`src/rtl/cm0_wic_pkg.sv`:
```
// Shared definitions for the Cortex-M0 wake-up interrupt controller:
// FSM state encoding and the bit positions of the sensed wake lines.
package cm0_wic_pkg;

   typedef enum logic [1:0] {
      ST_IDLE  = 2'd0,
      ST_ARMED = 2'd1,
      ST_WAKE  = 2'd2
   } wic_state_e;

   localparam int WIC_RXEV = 0;
   localparam int WIC_NMI  = 1;
   localparam int WIC_IRQ0 = 2;

   localparam int WIC_LINES_MIN = 2;
   localparam int WIC_LINES_MAX = 34;

endpackage

```
`src/rtl/cm0_wic_ctrl_if.sv`:
```
// Signal bundle between the core/PMU side and the wake-up interrupt controller.
interface cm0_wic_ctrl_if #(
   parameter int WICLINES = 34
);
   logic                wic_enable_i;
   logic                wic_ds_req_n_o;
   logic                wic_ds_ack_n_i;
   logic                wic_load_i;
   logic                wic_clear_i;
   logic [WICLINES-1:0] wic_mask_i;
   logic [WICLINES-1:0] sense_i;
   logic                sleeping_i;
   logic                wakeup_o;
   logic [WICLINES-1:0] wic_pend_o;

   modport slave (
      input  wic_enable_i,
      input  wic_ds_ack_n_i,
      input  wic_load_i,
      input  wic_clear_i,
      input  wic_mask_i,
      input  sense_i,
      input  sleeping_i,
      output wic_ds_req_n_o,
      output wakeup_o,
      output wic_pend_o
   );

   modport master (
      output wic_enable_i,
      output wic_ds_ack_n_i,
      output wic_load_i,
      output wic_clear_i,
      output wic_mask_i,
      output sense_i,
      output sleeping_i,
      input  wic_ds_req_n_o,
      input  wakeup_o,
      input  wic_pend_o
   );
endinterface

```
`src/rtl/cm0_wic_sync.sv`:
```
// WIDTH-wide two-flop synchroniser bank for the raw, possibly asynchronous wake lines.
module cm0_wic_sync #(
   parameter int WIDTH = 34
) (
   input  logic             sclk,
   input  logic             reset,
   input  logic [WIDTH-1:0] d,
   output logic [WIDTH-1:0] q
);

   logic [WIDTH-1:0] meta_q;
   logic [WIDTH-1:0] sync_q;

   always_ff @(posedge sclk or posedge reset) begin
      if (reset) begin
         meta_q <= '0;
         sync_q <= '0;
      end else begin
         meta_q <= d;
         sync_q <= meta_q;
      end
   end

   assign q = sync_q;

endmodule

```
`src/rtl/cm0_wic_ctrl.sv`:
```
// Wake-up interrupt controller: latches the core's WIC mask on load, watches the
// sensed lines during deep sleep and raises wakeup_o plus sticky pending bits.
//
// state    | meaning
// ---------+------------------------------------------------------------
// ST_IDLE  | not armed; mask and pending cleared, no wake request
// ST_ARMED | mask latched, core in WIC deep sleep, waiting for a hit
// ST_WAKE  | hit seen; wakeup_o held, pending accumulates until core wakes
module cm0_wic_ctrl
   import cm0_wic_pkg::*;
#(
   parameter int WICLINES = 34,
   parameter int SYNC     = 1
) (
   input  logic            sclk,
   input  logic            reset,
   cm0_wic_ctrl_if.slave   wic
);

   wic_state_e          state_q, state_d;
   logic [WICLINES-1:0] mask_q, mask_d;
   logic [WICLINES-1:0] pend_q, pend_d;
   logic                wake_q, wake_d;
   logic                ds_req_n_q;
   logic [WICLINES-1:0] s;
   logic [WICLINES-1:0] hit;
   logic                clr_all;

   generate
      if (SYNC != 0) begin : g_sync
         cm0_wic_sync #(.WIDTH(WICLINES)) u_sync (
            .sclk  (sclk),
            .reset (reset),
            .d     (wic.sense_i),
            .q     (s)
         );
      end else begin : g_nosync
         assign s = wic.sense_i;
      end
   endgenerate

   assign hit = s & mask_q;

   always_ff @(posedge sclk or posedge reset) begin
      if (reset) begin
         state_q    <= ST_IDLE;
         mask_q     <= '0;
         pend_q     <= '0;
         wake_q     <= 1'b0;
         ds_req_n_q <= 1'b1;
      end else begin
         state_q    <= state_d;
         mask_q     <= mask_d;
         pend_q     <= pend_d;
         wake_q     <= wake_d;
         ds_req_n_q <= ~wic.wic_enable_i;
      end
   end

   // Clear wins over everything, including a hit or load on the same edge.
   always_comb begin
      state_d = state_q;
      mask_d  = mask_q;
      pend_d  = pend_q;
      wake_d  = wake_q;
      clr_all = 1'b0;

      if (wic.wic_clear_i) begin
         clr_all = 1'b1;
      end else begin
         unique case (state_q)
            ST_IDLE: begin
               if (wic.wic_load_i && !wic.wic_ds_ack_n_i && wic.wic_enable_i) begin
                  state_d = ST_ARMED;
                  mask_d  = wic.wic_mask_i;
                  pend_d  = '0;
               end
            end
            ST_ARMED: begin
               if (!wic.wic_enable_i) begin
                  clr_all = 1'b1;
               end else if (|hit) begin
                  state_d = ST_WAKE;
                  pend_d  = hit;
                  wake_d  = 1'b1;
               end else if (wic.wic_load_i) begin
                  mask_d  = wic.wic_mask_i;
               end
            end
            ST_WAKE: begin
               // Enable dropping does not abort a wake; only the core waking does.
               if (!wic.sleeping_i) begin
                  clr_all = 1'b1;
               end else begin
                  pend_d  = pend_q | hit;
               end
            end
            default: begin
               clr_all = 1'b1;
            end
         endcase
      end

      if (clr_all) begin
         state_d = ST_IDLE;
         mask_d  = '0;
         pend_d  = '0;
         wake_d  = 1'b0;
      end
   end

   assign wic.wic_ds_req_n_o = ds_req_n_q;
   assign wic.wakeup_o       = wake_q;
   assign wic.wic_pend_o     = pend_q;

endmodule

```
`src/flat_wrapper.sv`:
```
// flat-port wrapper written by rule: the top's interface ports become plain ports
module cm0_wic_ctrl_flat import cm0_wic_pkg::*;
#(
   parameter int WICLINES = 34,
   parameter int SYNC     = 1
)
  (sclk, reset, wic_wic_enable_i, wic_wic_ds_ack_n_i, wic_wic_load_i, wic_wic_clear_i, wic_wic_mask_i, wic_sense_i, wic_sleeping_i, wic_wic_ds_req_n_o, wic_wakeup_o, wic_wic_pend_o);
  cm0_wic_ctrl_if #(.WICLINES(WICLINES)) wic_i ();
  input  logic sclk;
  input  logic reset;
  input wire logic [$bits(wic_i.wic_enable_i)-1:0] wic_wic_enable_i;
  input wire logic [$bits(wic_i.wic_ds_ack_n_i)-1:0] wic_wic_ds_ack_n_i;
  input wire logic [$bits(wic_i.wic_load_i)-1:0] wic_wic_load_i;
  input wire logic [$bits(wic_i.wic_clear_i)-1:0] wic_wic_clear_i;
  input wire logic [$bits(wic_i.wic_mask_i)-1:0] wic_wic_mask_i;
  input wire logic [$bits(wic_i.sense_i)-1:0] wic_sense_i;
  input wire logic [$bits(wic_i.sleeping_i)-1:0] wic_sleeping_i;
  output wire logic [$bits(wic_i.wic_ds_req_n_o)-1:0] wic_wic_ds_req_n_o;
  output wire logic [$bits(wic_i.wakeup_o)-1:0] wic_wakeup_o;
  output wire logic [$bits(wic_i.wic_pend_o)-1:0] wic_wic_pend_o;
  assign wic_i.wic_enable_i = wic_wic_enable_i;
  assign wic_i.wic_ds_ack_n_i = wic_wic_ds_ack_n_i;
  assign wic_i.wic_load_i = wic_wic_load_i;
  assign wic_i.wic_clear_i = wic_wic_clear_i;
  assign wic_i.wic_mask_i = wic_wic_mask_i;
  assign wic_i.sense_i = wic_sense_i;
  assign wic_i.sleeping_i = wic_sleeping_i;
  assign wic_wic_ds_req_n_o = wic_i.wic_ds_req_n_o;
  assign wic_wakeup_o = wic_i.wakeup_o;
  assign wic_wic_pend_o = wic_i.wic_pend_o;
  cm0_wic_ctrl #(.WICLINES(WICLINES), .SYNC(SYNC)) u_core (.sclk(sclk), .reset(reset), .wic(wic_i));
endmodule
```
`config.mk`:
```
export PLATFORM = sky130hd
export DESIGN_NAME = cm0_wic_ctrl_flat
export DESIGN_NICKNAME = d
export VERILOG_FILES = /design/src/rtl/cm0_wic_pkg.sv /design/src/rtl/cm0_wic_ctrl_if.sv /design/src/rtl/cm0_wic_sync.sv /design/src/rtl/cm0_wic_ctrl.sv /design/src/flat_wrapper.sv
export SDC_FILE = /design/constraint.sdc
export NUM_CORES = 1
export LEC_CHECK = 0
export CELL_PAD_IN_SITES_DETAIL_PLACEMENT = 0
export CELL_PAD_IN_SITES_GLOBAL_PLACEMENT = 1
export CORE_MARGIN = 4
export CORE_UTILIZATION = 36
export CTS_CLUSTER_DIAMETER = 100
export DETAILED_ROUTE_END_ITERATION = 6
export PLACE_DENSITY = 0.84
export REMOVE_ABC_BUFFERS = 1
export SYNTH_ARGS = -nofsm -noshare
export SYNTH_HDL_FRONTEND = slang
export SYNTH_SLANG_ARGS = --single-unit
```
`constraint.sdc`:
```
create_clock -name sclk -period 5 [get_ports sclk]
set_input_delay 1.5 -clock sclk [delete_from_list [all_inputs] [get_ports sclk]]
set_output_delay 1.5 -clock sclk [all_outputs]
set_load 0.02 [all_outputs]
```
==> summary.txt, run 1 <==
Outcome
  • Status: finished, final reports clean

Floorplan
  • Die area: 16,600 um2
  • Core Box Area: between 10,000 and 15,000 um2
  • Cell Rows: between 40 and 50
  • IO Count: 111
  • Initial Util: 37.4%
  • Die height: roughly 130 um
  • Die Width: roughly 130 um

Setup path
  • Setup crit end kind: flop
  • Crit path required time: 5.25 ns
  • Critical Path Slowest Stage Cell: o31a_2
  • CP Cell Sequence: clkdlybuf4s50_1 -> inv_2 -> a2111oi_4 -> buf_4 -> o21a_1 -> o31a_2 -> o22ai_1
  • RR Endpoint: u_core.mask_q[2]$_DFFE_PP0P_
  • Crit start category: input pin
  • Worst reg2reg path startpoint: u_core.state_q[1]$_DFFE_PP0P_
  • R2R cell count: 7
  • Arr. time, crit path: approximately 4.1 ns
  • WS Path Type: in -> reg
  • Slowest stage delay, CP: between 0.7 and 0.8 ns
  • Crit Path Max Fanout: 40
  • Flop2flop setup slack: just over 2 ns

Clocking
  • TritonCTS buffer count: 17
  • Resized cells post-CTS: 0
  • CTS tree: yes
  • Reg clk slew, reported paths: approximately 0.060 ns
  • Root Driver: clkbuf_16
  • Worst-skew pair later-pin latency: approximately 0.42 ns
  • Clock sink total: 140
  • H-tree depth: 4
  • CTS Buffer Depth: 2
  • Post CTS Setup Buffer Count: 0
  • Cts hold-fix bufs: 0

Layout
  • Final non-filler cell total: about 700
  • Final core occ: between 50% and 60%
  • Antenna cells: 0
  • Layout Cell Area excl Fill: between 7000 and 8000 um2
  • Fill count: approximately 1,200
  • Syn-to-layout area delta: 35.9%
  • Seq. cell area: 3500 um2
  • Nets@finish: about 580
  • Multi-input logic area: 1600 um2
  • Share of cells above drive strength 1: roughly a fifth

Yosys
  • Post-Synth Simple-Gate Area: 11.1%
  • Area share of fa/ha/maj cells after synthesis: 0.949%
  • Yosys top cell by area: dfrtp_1
  • Seq/Total Area, Yosys: 66.5%
  • Cells after synthesis: around 390
  • Synth Area in XOR/XNOR: 0%
  • Top cells by area, synth: dfrtp_1, o2bb2ai_2, nand2_1
  • EDFF count, synth: 0
  • Ys flop type: dfrtp_1
  • Top cell type's share of synthesized area: approximately 66%
  • Yosys warns: 0
  • Seq cells post-synth: 140
  • Main combinational cell family by area after synthesis: compound AO/OA/AOI/OAI gates
  • Post-Syn Area: approximately 5300 um2
  • Synth Area in Compound Gates: 17.8%
  • Yosys cell types: 39
  • Asr flop ratio synth: between 90% and 100%
  • Mux cell area share after synthesis: 0%
  • Synth Area per Inst: approximately 14 um2

Placement
  • PortBufs: 110
  • Post-DP Area: 6520 um2
  • Gpl congestion: roughly 0.8
  • DP Worst Slack: around 0.77 ns
  • Hpwl dp: roughly 8600 um
  • Placed cell count: approximately 660

Drt
  • Metal2 WL: 5870 um
  • Vias: about 3,400
  • Metal3 WL: 597 um
  • Number of routed nets with antenna violations: 0
  • Initial DRC Count: between 200 and 250
  • Metal1 wirelength: approximately 5700 um
  • Highest routed layer: met4
  • Final WL: 12,300 um
  • Pre-antenna DRT Iters: 4
  • Number of remaining DRC errors: 0
  • Drt wl/cell: around 18 um
  • Vias per cell: roughly 5

STA
  • Worst Max-Slew Pin Slew: ~0.92 ns
  • Slew HR: around 38%
  • Clock Skew: slightly below 0.008 ns
  • Setup WS post-layout: between 1 and 1.5 ns
  • Min Clock Period, post-route: 3.81 ns
  • RSZ-0062 raised after global routing: no
  • Crit share post-route: between 70% and 80%
  • Endpoints failing hold: 0
  • Slew Limit Fails: 0
  • Fmax: 262 MHz
  • Setup violators final: 0

Pwr
  • Pwr dens: between 300 and 400 nW/um2
  • Psw: 0.000614 W
  • Part of the power in registers: 43.5%
  • Clock network fraction of total power: 48.0%
  • Sw Ratio: about 22%
  • Internal power: 0.00218 W
  • Combinational Power Share: 8.5%
  • Peak supply drop: 233 uV
  • Tot Pwr: approximately 0.0028 W
  • Pleak: just over 3 nW

Global routing
  • Initial antenna violation count: 0
  • Vias in the first global route: ~3,700
  • Global-route wire length before repair: 20,000 um
  • Overall Global Routing Usage: around 16%
  • Largest net degree at the start of global routing: 84
  • Overflow after GRT: 0

Run
  • MaxCap Viol Count: 0

Hold path
  • Hold crit path type: reg -> reg
  • Worst Hold Depth: 0
  • Hold path start: u_core.g_sync.u_sync.meta_q[9]$_DFF_PP0_
  • Min-Delay Endpoint: u_core.g_sync.u_sync.q[9]$_DFF_PP0_
[logic make-up after synthesis]
logic type,count (synthesis)
compound gates,80
fa+ha+maj,4
buf+inv,27
flops,140
simple gates,136
[power groups by stage]
stage	clock, W	combinational [W]	sequential, W
final	0.00134	0.000239	0.00122
after floorplan	0	0.000128	0.00123
after detailed placement	0	0.000241	0.00124
after global placement	0	0.000235	0.00123
after CTS	0.00137	0.000242	0.00122
after global routing	0.00141	0.000264	0.00122
[state kept, by name, indices dropped and copies added, names as in the netlist]
name / cells
u_core.mask_q: 34
u_core.state_q: 2
u_core.wic.wic_pend_o: 34
u_core.wic.wic_ds_req_n_o: 1
u_core.wic.wakeup_o: 1
u_core.g_sync.u_sync.meta_q: 34
u_core.g_sync.u_sync.q: 34
[layout by cell type (no fill, tap or decap), types with 9 or more instances in the layout]
master and n:
buf_4 9, clkbuf_16 17, clkdlybuf4s50_1 110, dfrtp_1 139, nand2_1 111, nand4_1 10
o22ai_1 14, o22ai_2 20, o2bb2ai_2 30
[worst max-delay path, delay by kind of cell]
kind / cells / cell delay (ns)
AOI/OAI and AO/OA: 4 / 1.50
buffers and inverters: 3 / 1.04
[synth_stat cells (all sizes together), types with 2 or more instances]
cell	n
ha	4
and4	2
o211ai	2
nand2	111
nand4	10
nor2	2
nand4b	2
o22ai	34
buf	21
inv	5
nor3	3
dfrtp	139
o2bb2ai	34
o21ai	2
[per-stage QoR]
stage          TNS (ns)  hold slack (ns)
6_report              0            0.346
4_1_cts               0            0.347
5_1_grt               0            0.354
3_3_place_gp          0            0.333
2_1_floorplan    -43.90            0.331
3_5_place_dp          0            0.335
[routing by layer]
layer  vias up  global-route usage (%)
met3        17                    4.44
met1      1701                    22.1
met4         0                    6.24
li1       1593                       -
met5         -                       0
met2       103                    23.6
[area by class of cell]
cell class / count / share of cell area, %
Sequential cell: 140 / 48.9
Multi-Input combinational cell: 220 / 22.3
Timing Repair Buffer: 119 / 16.3
Clock buffer: 22 / 6.76
Tap cell: 180 / 3.14
Clock inverter: 10 / 2.25
Inverter: 5 / 0.332
[how the worst max path moves through the flow]
stage,from,to,slack (ns),cells after the start
floorplan,wic_wic_enable_i,u_core.wic.wic_pend_o[0]$_DFFE_PP0P_,-0.26,4
global placement,wic_wic_enable_i,u_core.mask_q[8]$_DFFE_PP0P_,0.86,7
detailed placement,wic_wic_enable_i,u_core.mask_q[9]$_DFFE_PP0P_,0.77,7
CTS,wic_wic_enable_i,u_core.mask_q[2]$_DFFE_PP0P_,1.19,7
global route,wic_wic_enable_i,u_core.mask_q[22]$_DFFE_PP0P_,1.01,7
finish,wic_wic_enable_i,u_core.mask_q[2]$_DFFE_PP0P_,1.19,7
No activity file was read; power rests on OpenSTA's default activity.
==> run 2, diff against run 1 <==
- PLACE_DENSITY: 0.84 -> 0.81
- clock period: 5 -> 3.6 ns (I/O delays scaled with it)
==> summary.txt, run 2 (same netlist as run 1, synthesis figures left out) <==
Pwr
  • Peak supply drop: 304 uV (+30%)
  • Pwr dens: 526 nW/um2 (+35%)
  • Pleak: 3.06 nW (+0.42%)

Setup path
  • Flop2flop setup slack: 1.23 ns (-0.81 ns)
  • CP Cell Sequence: clkdlybuf4s50_1 -> inv_2 -> a2111oi_4 -> nand2_1 -> nor4_2 -> a32o_2 -> buf_4 -> o2bb2ai_1
  • Arr. time, crit path: 3.14 ns (-0.92 ns)
  • WS Path Type: in -> reg
  • Crit start category: input pin
  • Slowest stage delay, CP: 0.52 ns (-0.24 ns)
  • R2R cell count: 8 (+1)
  • Crit Path Max Fanout: 22 (-45%)
  • Critical Path Slowest Stage Cell: clkdlybuf4s50_1
  • Setup crit end kind: flop
  • Crit path required time: 3.93 ns (-1.32 ns)

Clocking
  • Cts hold-fix bufs: 0 (unchanged)
  • H-tree depth: 4 (unchanged)
  • TritonCTS buffer count: 17 (unchanged)
  • Root Driver: clkbuf_16
  • CTS Buffer Depth: 2 (unchanged)
  • Post CTS Setup Buffer Count: 0 (unchanged)
  • Worst-skew pair later-pin latency: 0.42 ns (about the same)
  • Clock sink total: 140 (unchanged)
  • CTS tree: yes
  • Reg clk slew, reported paths: 0.06 ns (about the same)
  • Resized cells post-CTS: 0 (unchanged)

Layout
  • Syn-to-layout area delta: 36.2%
  • Antenna cells: 0 (unchanged)
  • Most frequent cells in the layout: dfrtp_1, nand2_1, clkdlybuf4s50_1
  • Nets@finish: 587 (+0.86%)
  • Share of cells above drive strength 1: 19.8% (+0.58 points)
  • Layout Cell Area excl Fill: 7180 um2 (+0.17%)
  • Commonest non-fill, non-tap cell in the layout: dfrtp_1

Global routing
  • Initial antenna violation count: 0 (unchanged)
  • Vias in the first global route: 3,830 (+4.5%)
  • Global-route wire length before repair: 20,100 um (+0.31%)
  • Overall Global Routing Usage: 15.9% (+0.064 points)
  • Overflow after GRT: 0 (unchanged)
  • Largest net degree at the start of global routing: 62 (-26%)

STA
  • Endpoints failing hold: 0 (unchanged)
  • Clock Skew: 0.00974 ns (+0.00195 ns)
  • Slew HR: 62.7% (+24 points)
  • Fmax: ~360 MHz
  • Setup tns final: 0 ns (unchanged)
  • RSZ-0062 raised after global routing: no
  • Slew Limit Fails: 0 (unchanged)
  • Worst Max-Slew Pin Slew: 0.560 ns (-0.364 ns)
  • Setup violators final: 0 (unchanged)
  • Min Clock Period, post-route: ~2.8 ns
  • Crit share post-route: between 70 and 80%

Drt
  • Vias per cell: 4.95 (+1.0%)
  • Drt wl/cell: 17.8 um (+0.45%)
  • Vias: 3,473 (+1.7%)
  • Pre-antenna DRT Iters: 4 (unchanged)
  • Number of remaining DRC errors: 0 (unchanged)
  • Final WL: 12,500 um (+1.2%)
  • Number of routed nets with antenna violations: 0 (unchanged)
  • Initial DRC Count: 188 (-13%)

Placement
  • Hpwl dp: 8780 um (+2.1%)
  • Post-DP Area: 6570 um2 (+0.77%)
  • PortBufs: 110 (unchanged)
  • Gpl congestion: 0.777 (-3.0%)

Floorplan
  • Initial Util: 37.4% (unchanged)
  • Core Box Area: 14,100 um2 (unchanged)
  • Die area: 16,600 um2 (unchanged)
  • Cell Rows: 43 (unchanged)
  • Die Width: 129 um (unchanged)
  • IO Count: 111 (unchanged)
  • Die height: 129 um (unchanged)

Outcome
  • Status: finished, final reports clean

Run
  • MaxCap Viol Count: 0 (unchanged)

Hold path
  • Hold crit path type: reg -> reg
  • Worst Hold Depth: 0 (unchanged)
-- run 2: changes by cell type in the layout (fill, tap and decap cells not counted), sizes merged --
cell	before	now
inv	5	6
buf	9	14
clkbuf	22	24
clkinvlp	3	2
bufinv	4	2
-- run 2: worst max-delay path: cells and delay by family --
family                 cells  cell delay [ns]
buffers and inverters      3             0.93
AO/OA/AOI/OAI              3             0.81
AND/OR/NAND/NOR            2             0.32
-- run 2: metal layers --
metal	part of all wire (%)	track usage [%]
met1	45	21.3
met2	48	24.3
met3	4.9	4.86
met4	1.5	6.67
met5	0	0
-- run 2: worst paths after layout --
check	from	end
min	u_core.g_sync.u_sync.meta_q[14]$_DFF_PP0_	u_core.g_sync.u_sync.q[14]$_DFF_PP0_
max reg2reg	u_core.state_q[1]$_DFFE_PP0P_	u_core.wic.wic_pend_o[31]$_DFFE_PP0P_
max in group asynchronous	reset	u_core.wic.wic_ds_req_n_o$_DFF_PP1_
max	wic_wic_enable_i	u_core.wic.wic_pend_o[31]$_DFFE_PP0P_
min in group asynchronous	reset	u_core.g_sync.u_sync.meta_q[20]$_DFF_PP0_
min reg2reg	u_core.g_sync.u_sync.meta_q[14]$_DFF_PP0_	u_core.g_sync.u_sync.q[14]$_DFF_PP0_
-- run 2: where the power goes --
group          switching, W  total [W]  internal [W]
combinational      0.000187   0.000338      0.000151
clock              0.000640    0.00176       0.00111
sequential        0.0000316    0.00169       0.00165
total              0.000859    0.00378       0.00292
-- run 2: per-stage QoR --
stage	utilization, %	power, W	hold slack [ns]	instances	setup slack [ns]
2_1_floorplan	-	0.00188	0.331	365	-1.24
3_3_place_gp	46.6	0.00204	0.335	669	0.492
3_5_place_dp	46.6	0.00206	0.336	669	0.380
4_1_cts	50.9	0.00382	0.348	701	0.811
5_1_grt	50.9	0.00394	0.353	701	0.699
6_report	50.9	0.00378	0.347	701	0.799
-- run 2: area by class of cell --
class                           instances  area [um2]
Clock buffer                           24         502
Clock inverter                          8         106
Fill cell                            1232        6920
Inverter                                5        23.8
Multi-Input combinational cell        220        1600
Sequential cell                       140        3500
Tap cell                              180         225
Timing Repair Buffer                  124        1220
==> run 3, diff against run 2 <==
- clock period: 3.6 -> 2.8 ns (I/O delays scaled with it)
==> summary.txt, run 3 (same netlist as run 1, synthesis figures left out) <==
Setup path
  • Crit path required time: 3.14 ns (-0.79 ns)
  • R2R cell count: 8 (unchanged)
  • Setup crit end kind: flop
  • WP depth: 8 (unchanged)
  • WS Path Type: in -> reg
  • Worst path bufs/invs: 3 (unchanged)
  • CP top delay family: compound AO/OA/AOI/OAI gates
  • Critical Path Slowest Stage Cell: clkdlybuf4s50_1
  • CP Cell Sequence: clkdlybuf4s50_1 -> inv_2 -> a2111oi_4 -> nand2_1 -> nor4_2 -> a32o_2 -> buf_4 -> o2bb2ai_1
  • Slowest stage delay, CP: 0.49 ns (-0.03 ns)
  • Crit Path Max Fanout: 9 (-59%)
  • Arr. time, crit path: 2.70 ns (-0.44 ns)
  • Crit start category: input pin

Clocking
  • Root Driver: clkbuf_16
  • Reg clk slew, reported paths: 0.06 ns (about the same)
  • H-tree depth: 4 (unchanged)
  • Post CTS Setup Buffer Count: 0 (unchanged)
  • Worst-skew pair later-pin latency: 0.42 ns (about the same)
  • Cts hold-fix bufs: 0 (unchanged)
  • Resized cells post-CTS: 0 (unchanged)
  • CTS Buffer Depth: 2 (unchanged)
  • CTS tree: yes
  • Clock sink total: 140 (unchanged)
  • TritonCTS buffer count: 17 (unchanged)

Floorplan
  • Initial Util: 37.4% (unchanged)
  • Die Width: 129 um (unchanged)
  • Die area: 16,600 um2 (unchanged)
  • Core Box Area: 14,100 um2 (unchanged)
  • IO Count: 111 (unchanged)
  • Cell Rows: 43 (unchanged)
  • Die height: 129 um (unchanged)

Layout
  • Syn-to-layout area delta: 38.2%
  • Most frequent cells in the layout: dfrtp_1, nand2_1, clkdlybuf4s50_1
  • Fill count: 1,227 (-0.41%)
  • Nets@finish: 595 (+1.4%)
  • Share of cells above drive strength 1: 21.0% (+1.2 points)
  • Antenna cells: 0 (unchanged)
  • Layout Cell Area excl Fill: 7290 um2 (+1.5%)
  • Final non-filler cell total: 709 (+1.1%)
  • Commonest non-fill, non-tap cell in the layout: dfrtp_1

STA
  • Slew HR: 71.9% (+9.2 points)
  • Setup violators final: 0 (unchanged)
  • Slew Limit Fails: 0 (unchanged)
  • Worst Max-Slew Pin Slew: 0.416 ns (-0.144 ns)
  • Endpoints failing hold: 0 (unchanged)
  • Min Clock Period, post-route: about 2.4 ns
  • RSZ-0062 raised after global routing: no
  • Clock Skew: 0.00749 ns (-0.00225 ns)
  • Fmax: ~420 MHz
  • Min Hold Slack: 0.346 ns (-0.00104 ns)
  • Crit share post-route: between 80% and 90%

Global routing
  • Overflow after GRT: 0 (unchanged)
  • Largest net degree at the start of global routing: 44 (-29%)
  • Overall Global Routing Usage: 16.6% (+0.63 points)
  • Global-route wire length before repair: 20,800 um (+3.8%)
  • Vias in the first global route: 3,888 (+1.5%)
  • Initial antenna violation count: 0 (unchanged)

Drt
  • Metal3 WL: 594 um (-2.0%)
  • Metal2 WL: 6410 um (+6.2%)
  • Number of remaining DRC errors: 0 (unchanged)
  • Final WL: 12,900 um (+3.2%)
  • Metal1 wirelength: 5680 um (+0.66%)
  • Vias per cell: 4.92 (-0.76%)
  • Highest routed layer: met4
  • Pre-antenna DRT Iters: 5 (+1)
  • Drt wl/cell: 18.1 um (+2.1%)
  • Initial DRC Count: 205 (+9.0%)
  • Vias: 3,486 (+0.37%)
  • Number of routed nets with antenna violations: 0 (unchanged)

Hold path
  • Worst Hold Depth: 0 (unchanged)
  • Hold crit path type: reg -> reg

Placement
  • PortBufs: 110 (unchanged)
  • Gpl congestion: 0.830 (+6.8%)
  • Hpwl dp: 9050 um (+3.0%)
  • Post-DP Area: 6710 um2 (+2.1%)
  • Placed cell count: 677 (+1.2%)

Pwr
  • Pleak: 3.10 nW (+1.4%)
  • Tot Pwr: 0.00485 W (+28%)
  • Peak supply drop: 385 uV (+27%)
  • Pwr dens: 665 nW/um2 (+26%)

Run
  • MaxCap Viol Count: 0 (unchanged)

Outcome
  • Status: finished, final reports clean
## run 3: path summary, 6_finish.rpt
check                                                           from                                     to  slack, ns
setup / recovery                                    wic_wic_enable_i  u_core.wic.wic_pend_o[32]$_DFFE_PP0P_       0.44
hold / removal             u_core.g_sync.u_sync.meta_q[16]$_DFF_PP0_   u_core.g_sync.u_sync.q[16]$_DFF_PP0_       0.35
setup reg to reg                       u_core.state_q[1]$_DFFE_PP0P_          u_core.mask_q[22]$_DFFE_PP0P_       0.52
hold reg to reg            u_core.g_sync.u_sync.meta_q[16]$_DFF_PP0_   u_core.g_sync.u_sync.q[16]$_DFF_PP0_       0.35
max in group asynchronous                                      reset    u_core.wic.wic_ds_req_n_o$_DFF_PP1_       1.34
min in group asynchronous                                      reset           u_core.mask_q[9]$_DFFE_PP0P_       0.80
## run 3: final cells by class
class                      instances  area [um2]  share of cell area, %
clock buffer                      20         447                   6.13
clock inverter                    12         135                   1.85
tap                              180         225                   3.09
sequential                       140        3500                   48.1
multi-input combinational        220        1600                   21.9
timing repair buffer             132        1350                   18.6
inverter                           5        23.8                  0.326
## run 3: metal layers
metal,vias up,global-route usage (%)
li1,1620,-
met1,1766,21.3
met2,87,26.8
met3,13,5.35
met4,0,5.25
met5,-,0
## run 3: power breakdown
| group | internal (W) | leakage [nW] | total (W) | switching (W) |
|---|---|---|---|---|
| Combinational | 0.000218 | 1.06 | 0.000469 | 0.000251 |
| Clock | 0.00134 | 0.274 | 0.00221 | 0.000868 |
| Sequential | 0.00213 | 1.76 | 0.00217 | 0.0000404 |
## run 3: per-stage QoR
stage / setup slack [ns] / util, % / TNS (ns)
after floorplan: -1.80 / - / -360.32
after global placement: 0.0480 / 47.6 / 0
after detailed placement: -0.00461 / 47.6 / -0.00709
after CTS: 0.433 / 51.7 / 0
after global routing: 0.362 / 51.7 / 0
final: 0.437 / 51.7 / 0
